[config.mk]
export PLATFORM = sky130hd
export DESIGN_NAME = dot_accum
export DESIGN_NICKNAME = d
export VERILOG_FILES = /design/src/rtl/dot_accum.sv
export SDC_FILE = /design/constraint.sdc
export NUM_CORES = 1
export LEC_CHECK = 0
export CAP_MARGIN = 25
export CORE_ASPECT_RATIO = 1.2
export CORE_UTILIZATION = 47
export DETAILED_ROUTE_END_ITERATION = 6
export HOLD_SLACK_MARGIN = 0.03
export PLACE_DENSITY = 0.77
export SETUP_SLACK_MARGIN = 0.4
export SYNTH_ARGS = -nofsm -noshare
export SYNTH_HDL_FRONTEND = slang
export SYNTH_SLANG_ARGS = --single-unit
[constraint.sdc]
create_clock -name clk -period 4.3 [get_ports clk]
set_input_delay 0.43 -clock clk [delete_from_list [all_inputs] [get_ports clk]]
set_output_delay 0.43 -clock clk [all_outputs]
set_load 0.005 [all_outputs]
[src/rtl/dot_accum.sv]
// Dot-product reduction stage: sums a programmable number of unsigned upstream
// results into a wider saturating accumulator and hands the total out on valid/ready.
module dot_accum #(
  parameter int IN_W  = 17,
  parameter int ACC_W = 24,
  parameter int CNT_W = 4
) (
  input  logic             clk,
  input  logic             rst,
  input  logic             start,
  input  logic [CNT_W-1:0] len,
  input  logic             in_valid,
  input  logic [IN_W-1:0]  in_data,
  output logic             in_ready,
  output logic             out_valid,
  output logic [ACC_W-1:0] out_data,
  input  logic             out_ready,
  output logic             ovf,
  output logic             busy,
  output logic [1:0]       o_dbg_state
);

  typedef enum logic [1:0] {
    S_IDLE = 2'd0,
    S_ACC  = 2'd1,
    S_DONE = 2'd2
  } state_t;

  // Handshakes: a transfer happens on a rising edge where valid and ready are
  // both high. in_ready depends only on state; out_valid is held until out_ready.
  state_t             r_state;
  state_t             w_next_state;
  logic [ACC_W-1:0]   r_acc;
  logic [CNT_W-1:0]   r_cnt;
  logic [CNT_W-1:0]   r_len_q;
  logic [ACC_W-1:0]   r_out_data;
  logic               r_ovf;

  logic               w_beat;
  logic               w_last;
  logic [ACC_W:0]     w_in_ext;
  logic [ACC_W:0]     w_sum;
  logic               w_sum_ovf;
  logic [ACC_W-1:0]   w_sat;

  // One extra bit is enough: acc never exceeds max, so acc + in_data < 2**(ACC_W+1).
  assign w_in_ext  = {{(ACC_W + 1 - IN_W){1'b0}}, in_data};
  assign w_sum     = {1'b0, r_acc} + w_in_ext;
  assign w_sum_ovf = w_sum[ACC_W];
  assign w_sat     = w_sum_ovf ? {ACC_W{1'b1}} : w_sum[ACC_W-1:0];
  assign w_beat    = in_valid && (r_state == S_ACC);
  assign w_last    = (r_cnt == (r_len_q - CNT_W'(1)));

  always_comb begin
    w_next_state = r_state;
    in_ready     = 1'b0;
    out_valid    = 1'b0;
    busy         = 1'b1;
    case (r_state)
      S_IDLE: begin
        busy = 1'b0;
        if (start) begin
          w_next_state = (len != '0) ? S_ACC : S_DONE;
        end
      end
      S_ACC: begin
        in_ready = 1'b1;
        if (w_beat && w_last) begin
          w_next_state = S_DONE;
        end
      end
      S_DONE: begin
        out_valid = 1'b1;
        if (out_ready) begin
          w_next_state = S_IDLE;
        end
      end
      default: begin
        w_next_state = S_IDLE;
      end
    endcase
  end

  always_ff @(posedge clk) begin
    if (rst) begin
      r_state <= S_IDLE;
    end else begin
      r_state <= w_next_state;
    end
  end

  always_ff @(posedge clk) begin
    if (rst) begin
      r_acc      <= '0;
      r_cnt      <= '0;
      r_len_q    <= '0;
      r_out_data <= '0;
      r_ovf      <= 1'b0;
    end else begin
      case (r_state)
        S_IDLE: begin
          if (start) begin
            r_ovf <= 1'b0;
            if (len != '0) begin
              r_len_q <= len;
              r_acc   <= '0;
              r_cnt   <= '0;
            end else begin
              r_out_data <= '0;
            end
          end
        end
        S_ACC: begin
          if (w_beat) begin
            r_acc <= w_sat;
            r_cnt <= r_cnt + CNT_W'(1);
            if (w_sum_ovf) begin
              r_ovf <= 1'b1;
            end
            if (w_last) begin
              r_out_data <= w_sat;
            end
          end
        end
        default: begin
        end
      endcase
    end
  end

  assign out_data    = r_out_data;
  assign ovf         = r_ovf;
  assign o_dbg_state = r_state;

endmodule

==> results of run 1 <==
==> layout make-up <==
class | count | area [um^2]
inverters | 10 | 37.54
multi-input cells | 311 | 2043
flip-flops and latches | 59 | 1181
repair buffers | 60 | 595.6
well taps | 87 | 108.9
fillers | 627 | 2660
clock inverters | 4 | 72.57
clock buffers | 12 | 155.1
==> worst max-delay path, cell delays in order <==
cell             delay (ns)
clkdlybuf4s50_1        0.41
ha_1                   0.24
fa_1                   0.43
a211oi_1               0.27
o21a_1                 0.22
a21oi_2                0.11
a32o_2                 0.32
a21bo_2                0.29
a31o_2                 0.26
a32o_1                 0.25
==> placed cells by master, fill, tap and decap left out, types with 3 or more instances in the layout <==
cell and count:
nor3_1 5, a22o_1 6, nor2_1 37, nor3_2 3
and2_1 3, o21a_1 3, o22ai_1 9, xor2_1 9
a21oi_1 37, clkbuf_8 11, o21ai_0 25, buf_4 4
a21o_1 6, o211ai_1 4, a22oi_1 8, dfxtp_1 59
a211oi_1 7, ha_1 19, mux2i_1 9, or3_1 3
inv_1 10, nand2_1 38, o21ai_1 11, xnor2_1 11
nand3_1 12, and3_1 9, clkdlybuf4s50_1 55
==> where the power goes <==
part,switching (W),internal [W]
logic,0.000156,0.000120
registers,0.0000139,0.000565
clock network,0.000222,0.000357
total,0.000392,0.00104
==> path summary, 6_finish.rpt <==
path                       end  slack (ns)  cells past startpoint
hold reg to reg    out_data[6]        0.45                      2
setup / recovery  out_data[22]        1.30                     10
hold / removal     out_data[6]        0.45                      2
setup reg to reg  out_data[22]        1.51                      9
==> logic make-up after synthesis <==
group                      synth area share [%]
AOI/OAI and AO/OA                         27.07
xor gates and xnor gates                  5.212
adders and majority gates                 7.669
buffers and inverters                     4.356
DFF                                       35.15
muxes                                     2.681
and+or+nand+nor                           17.87
==> per-layer routing <==
metal | track usage (%) | share of wire, % | up-vias | wire (um)
li1 | - | - | 1563 | -
met1 | 27.67 | 42 | 1502 | 3537
met2 | 39.94 | 49 | 110 | 4170
met3 | 5.024 | 5.6 | 23 | 473
met4 | 13.33 | 2.9 | 0 | 244
met5 | 0 | 0 | - | 0
==> cell usage after synthesis (3+ instances only) <==
cell type	count	area share [%]
dfxtp_1	59	35
nand2_1	38	4.2
a21oi_1	37	5.5
nor2_1	37	4.1
o21ai_0	25	3.7
ha_1	19	7.1
nand3_1	12	1.8
o21ai_1	11	1.6
xnor2_1	11	2.9
inv_1	10	1.1
and3_1	9	1.7
clkbuf_1	9	1.0
mux2i_1	9	2.7
o22ai_1	9	1.7
xor2_1	9	2.3
a211oi_1	8	1.8
a22oi_1	8	1.8
a21o_1	6	1.3
a22o_1	6	1.6
buf_2	6	0.89
nor3_1	6	0.89
o211ai_1	4	0.89
and2_1	3	0.56
buf_4	3	0.67
o21a_1	3	0.67
or3_1	3	0.56
==> registers in the layout, summed over array words and instances (netlist names) <==
register,flops
r_cnt,4
r_acc,24
ovf,1
out_data,24
r_len_q,4
o_dbg_state,2
==> stage by stage <==
stage	total power [W]	cell area, um^2	util, %	hold slack (ns)
after floorplan	0.0007832	3361	-	0.4291
after global placement	0.0008541	3951	57.65	0.4354
after detailed placement	0.0008620	3951	57.65	0.4417
after CTS	0.001438	4179	60.97	0.4518
after global routing	0.001496	4194	61.19	0.4716
final	0.001434	4194	61.19	0.4474
==> metrics, run 1 <==
number of max-cap violations 0; final setup TNS 0 ns; Die Span Y 94.63 um; post-DP HPWL 5.761 mm; CTS Hold Bufs 0; Wirelength per Cell 15.52 um; GRT overflow 0; post-CTS sizing 0; worst vdd ir 0.2023 mV; first-iteration detailed-routing DRC count 155; fmax 0.3335 GHz; layout cells sized above 1 7.895%; clock skew 0.01433 ns; diode count 0; HP Class register to register; Final Hold Vio Count 0; number of synthesized flops with an enable pin 0; synthesized instance count 400; CP required 4.53 ns; total vias in the final route 3198; post-placement cell count 526; Power Dens Cells 341.8 nW/um^2; Place WS 0.8885 ns; Lkg Pwr 1.718 nW; Avg Cell Area, Syn 8.402 um^2; Critical Path Start Type primary input; CP Launch Point in_data[0]; Rows 33; syn nets 446; chip width 79.19 um; clock buffer depth 2; global-route wire length before repair 13.79 mm; Post-synth ARST share 0%; CTS root buffer clkbuf_8; Reg2Reg Launch Point r_acc[0]; Remaining DRCs 0; Final period util 69.73%; core area 6854 um^2; Finished Layout Cells 543; prevailing post-synth register cell dfxtp_1; Setup crit end kind register; clock tree sinks 59; post-synth cell types 58; Worst slew margin 43.18%; fin crit period 2.998 ns; Syn. warnings 0; Worst Setup Path Type primary input to register; ANT nets after route 0; Port Buf Inserts 55; RSZ-0062 raised after global routing no; setup slack after layout 1.302 ns; # H-tree levels 3; status completed; WL final 8.426 mm; area grow syn2layout 24.80%; Worst EP arrival 3.23 ns; initial antenna violation count 0; post-CTS setup buffer count 0; Worst-path clk slew 0.07 ns; GP Congestion 0.9146; CTS tree yes; final net count 497; die area 7494 um^2; largest net degree at the start of global routing 25; Starting Density 49.03%; vias in the first global route 3053; drt first pass iters 4; Synth Register Bits 59; I/O Pins 56; cts bufs inserted 9; post-DR vias/cell 5.890; GRT Overall Usage 23.66%; Max FO, Critical Path 13; # setup viols final 0; Worst-Skew Late Latency 0.35 ns; worst-margin pin slew 0.8505 ns; register area share after synthesis 35.15%; Slew Viols, Final 0; Mapped Area 3361 um^2; min-delay src out_data[6]
Power figures use the tool's default switching activity.
==> inputs of run 2 (changes only) <==
PLACE_DENSITY = 0.8   (was 0.77)
clock period = 2.65 ns   (was 4.3 ns; I/O delays follow)
==> metrics, run 2 (synthesis gave the netlist of run 1 again) <==
max incr delay on CP 0.36 ns (-0.07 ns); die area 7494 um^2 (unchanged); Max FO, Critical Path 6 (-7); clock tree sinks 59 (unchanged); WL final 9.688 mm (+15%); fmax 0.3951 GHz; initial antenna violation count 0 (unchanged); Worst EP arrival 2.76 ns (-0.47 ns); worst hold slack 0.4478 ns (+0.0004180 ns); cts bufs inserted 9 (unchanged); HP Class register to register; RSZ-0062 raised after global routing yes; Die Span Y 94.63 um (unchanged); commonest non-fill, non-tap cell in the layout dfxtp_1; final net count 528 (+6.2%); core area 6854 um^2 (unchanged); CTS tree yes; critical path's slowest cell fa_2; clock skew 0.009073 ns (-0.005255 ns); worst-margin pin slew 0.7050 ns (-0.1455 ns); Fill cells 530 (-15%); GRT overflow 0 (unchanged); worst vdd ir 0.3918 mV (+94%); chip width 79.19 um (unchanged); status completed; GRT Overall Usage 25.23% (+1.6 points); Worst-path clk slew 0.07 ns (about the same); Placed Area 4229 um^2 (+7.0%); I/O Pins 56 (unchanged); Power Dens Cells 497.5 nW/um^2 (+46%); area grow syn2layout 38.64%; Final period util 95.52%; crit path cell chain ha_4 -> fa_2 -> a211oi_2 -> o21a_1 -> a21oi_2 -> a32o_2 -> o2bb2ai_4 -> clkbuf_16 -> a22oi_1 -> o21ai_1; Port Buf Inserts 55 (unchanged); Worst-Skew Late Latency 0.35 ns (about the same); Final Hold Vio Count 0 (unchanged); Wirelength per Cell 16.91 um (+9.0%); Remaining DRCs 0 (unchanged); largest net degree at the start of global routing 21 (-16%); Rows 33 (unchanged); CP required 2.88 ns (-1.65 ns); clock buffer depth 2 (unchanged); diode count 0 (unchanged); layout cells sized above 1 20.16% (+12 points); vias in the first global route 3349 (+9.7%); ANT nets after route 0 (unchanged); Worst slew margin 52.57% (+9.4 points); total vias in the final route 3428 (+7.2%); Critical Path Start Type register; Worst Setup Path Type register to register; global-route wire length before repair 14.95 mm (+8.4%); Starting Density 49.03% (unchanged); post-DR vias/cell 5.983 (+1.6%); drt first pass iters 5 (+1); Lkg Pwr 1.888 nW (+9.9%); Setup crit end kind register; # setup viols final 0 (unchanged); cell area after layout 4659 um^2 (+11%); CTS Hold Bufs 0 (unchanged); number of max-cap violations 0 (unchanged); # H-tree levels 3 (unchanged); fin crit period 2.531 ns; Slew Viols, Final 0 (unchanged); post-DP HPWL 6.364 mm (+10%); commonest cells after routing, fill and taps aside dfxtp_1 (58), clkdlybuf4s50_1 (54), nand2_1 (38); CTS root buffer clkbuf_8; first-iteration detailed-routing DRC count 298 (+92%); GP Congestion 0.9152 (about the same)
[run 2: report_power, final]
group          internal [W]  switching, W
Clock              0.000427      0.000361
Combinational      0.000271      0.000315
Sequential         0.000917     0.0000269
Total               0.00161      0.000703
[run 2: layout make-up]
cell class / count / area, um^2 / area share [%]
Inverter: 10 / 37.54 / 0.8056
Clock buffer: 12 / 135.1 / 2.900
Sequential cell: 59 / 1182 / 25.38
Multi-Input combinational cell: 311 / 2256 / 48.42
Tap cell: 87 / 108.9 / 2.336
Timing Repair Buffer: 91 / 899.6 / 19.31
Clock inverter: 3 / 40.04 / 0.8593
[run 2: per-layer routing]
layer | share of wire (%) | track usage (%) | vias to the layer above
met3 | 4.4 | 4.638 | 39
met1 | 41 | 28.43 | 1645
met4 | 2.9 | 14.24 | 0
li1 | - | - | 1627
met5 | 0 | 0 | -
met2 | 52 | 44.40 | 117
[run 2: path summary, 6_finish.rpt]
kind                            cells after the start         from  slack (ns)            to
worst max-delay path                               10     r_acc[0]        0.12  out_data[13]
worst min-delay path                                2  out_data[0]        0.45   out_data[0]
worst max register to register                     10     r_acc[0]        0.12  out_data[13]
worst min register to register                      2  out_data[0]        0.45   out_data[0]
[run 2: what timing repair did]
action                                  4_1_cts  5_1_grt
gates cloned                                  0        2
pin swaps                                     7       17
resized for setup                            10       44
endpoints found under the setup margin       49       49
setup buffers                                 1        2
[run 2: worst max-delay path: cells and delay by family, from the launching register on]
kind,cells,cell delay [ns]
compound gates,7,1.34
fa+ha+maj,2,0.52
flops,1,0.34
buf+inv,1,0.20
[run 2: metrics by stage]
step	cells	power (W)	utilization [%]	worst slack, ns	TNS, ns
4_1_cts	569	0.002231	64.77	0.1963	0
2_1_floorplan	400	0.001277	-	0.2978	0
6_report	573	0.002318	67.98	0.1187	0
3_5_place_dp	553	0.001452	61.70	-0.2132	-5.885
5_1_grt	573	0.002414	67.98	0.06937	0
3_3_place_gp	553	0.001439	61.70	-0.1749	-3.303
==> inputs of run 3 (changes only) <==
clock period = 2.1 ns   (was 2.65 ns; I/O delays follow)
==> metrics, run 3 (synthesis gave the netlist of run 1 again) <==
status finished, violations left; failing checks negative setup slack; GP Congestion 0.9238 (+0.94%); global-route wire length before repair 15.88 mm (+6.2%); ANT nets after route 0 (unchanged); CTS root buffer clkbuf_8; fin crit period 2.426 ns (-0.1050 ns); commonest non-fill, non-tap cell in the layout buf_4; # setup viols final 47 (+47); Worst path depth 9 (-1); Slew Viols, Final 0 (unchanged); area grow syn2layout 56.29%; Die Span Y 94.63 um (unchanged); # H-tree levels 3 (unchanged); capture point of the worst reg-to-reg path out_data[22]; critical path's slowest cell fa_2; diode count 0 (unchanged); WL final 10.73 mm (+11%); CP Capture Point out_data[22]; number of max-cap violations 0 (unchanged); commonest cells after routing, fill and taps aside buf_4 (85), dfxtp_1 (54), clkdlybuf4s50_1 (48); vias in the first global route 3665 (+9.4%); initial antenna violation count 0 (unchanged); worst vdd ir 0.5414 mV (+38%); worst-margin pin slew 0.5481 ns (-0.1569 ns); first-iteration detailed-routing DRC count 242 (-19%); post-DR vias/cell 5.848 (-2.3%); GRT Overall Usage 27.12% (+1.9 points); fmax 0.4121 GHz (+4.3%); GRT overflow 0 (unchanged); clock buffer depth 2 (unchanged); Max FO, Critical Path 6 (unchanged); cts bufs inserted 9 (unchanged); Port Buf Inserts 55 (unchanged); final net count 585 (+11%); Hold Path Stages 4 (+2); clock skew 0.01113 ns (+0.002062 ns); Worst-path clk slew 0.07 ns (about the same); post-DP HPWL 6.885 mm (+8.2%); Worst-Skew Late Latency 0.34 ns (about the same); Worst Setup Path Type register to register; chip width 79.19 um (unchanged); Reg2Reg Launch Point r_acc[0]; cell area after layout 5253 um^2 (+13%); Placed Area 4567 um^2 (+8.0%); I/O Pins 56 (unchanged); layout cells sized above 1 33.09% (+13 points); Remaining DRCs 0 (unchanged); Lkg Pwr 2.282 nW (+21%); worst r2r path cells 9 (-1); RSZ-0062 raised after global routing yes; HP Class primary input to register; Final Hold Vio Count 0 (unchanged); max incr delay on CP 0.36 ns (about the same); CP required 2.34 ns (-0.54 ns); setup slack after layout -0.3263 ns (-0.4450 ns); Worst EP arrival 2.66 ns (-0.10 ns); Fill cells 453 (-15%); CTS Hold Bufs 0 (unchanged); clock tree sinks 59 (unchanged); Wirelength per Cell 17.01 um (+0.58%); largest net degree at the start of global routing 21 (unchanged); total vias in the final route 3690 (+7.6%); Place WS -0.7224 ns (-0.5092 ns); CTS tree yes; Starting Density 49.03% (unchanged); Critical Path Start Type register; family with the most delay on the worst path compound AO/OA/AOI/OAI gates; CP bufs+invs 0 (-1); Power Dens Cells 636.6 nW/um^2 (+28%); crit path cell chain ha_4 -> fa_2 -> a211oi_2 -> o21a_1 -> a21oi_2 -> a32o_2 -> a21bo_4 -> a31o_4 -> a32o_1; CP Launch Point r_acc[0]; die area 7494 um^2 (unchanged); Final period util 115.5% (+20 points); Setup crit end kind register; Rows 33 (unchanged); core area 6854 um^2 (unchanged); drt first pass iters 4 (-1); Worst slew margin 63.46% (+11 points); register-to-register setup slack -0.33 ns (-0.44 ns)
==> run 3: power breakdown <==
part / switching, W / internal [W] / total (W)
clock network: 0.000466 / 0.000817 / 0.00128
registers: 0.0000309 / 0.00116 / 0.00119
logic: 0.000448 / 0.000423 / 0.000871
total: 0.000945 / 0.00240 / 0.00334
==> run 3: worst min path at each step <==
stage,from,endpoint,slack (ns)
after floorplan,start,ovf,0.31
after global placement,out_data[9],out_data[9],0.43
after detailed placement,out_data[6],out_data[6],0.44
after CTS,out_data[6],out_data[6],0.45
after global routing,len[0],r_len_q[0],0.30
final,len[1],r_len_q[1],0.29
==> run 3: area by class of cell <==
| class | instances | area [um^2] | area share, % |
|---|---|---|---|
| multi-input combinational | 311 | 2377 | 45.26 |
| timing repair buffer | 148 | 1297 | 24.70 |
| sequential | 59 | 1190 | 22.65 |
| clock buffer | 11 | 141.4 | 2.692 |
| tap | 87 | 108.9 | 2.072 |
| clock inverter | 5 | 100.1 | 1.906 |
| inverter | 10 | 37.54 | 0.7146 |
==> run 3: routing by layer <==
layer	vias up	GRT usage, %	wire length [um]	share of wire [%]
met3	39	5.894	621	5.8
met2	152	47.49	5734	53
li1	1743	-	-	-
met4	0	16.82	342	3.2
met1	1756	29.62	4034	38
met5	-	0	0	0
==> run 3: what timing repair did <==
action,in CTS,in global routing
resized for setup,26,69
pin swaps,13,14
endpoints found under the setup margin,56,58
setup buffers,7,7
==> run 3: per-stage QoR <==
step           utilization [%]  hold slack [ns]  TNS [ns]  std cells  total power (W)
4_1_cts                  72.22           0.4499    -12.37        624         0.003215
3_5_place_dp             66.63           0.4412    -30.56        601         0.001902
3_3_place_gp             66.63           0.4343    -28.95        601         0.001881
5_1_grt                  76.63           0.2991    -14.91        631         0.003482
2_1_floorplan                -           0.3066    -5.316        400         0.001614
6_report                 76.63           0.2904    -11.19        631         0.003344
==> run 3: tightest hold or removal path: stages <==
cell and delay [ns]:
dlymetal6s2s_1 0.12, buf_4 0.12, mux2i_1 0.06, nor2_1 0.08
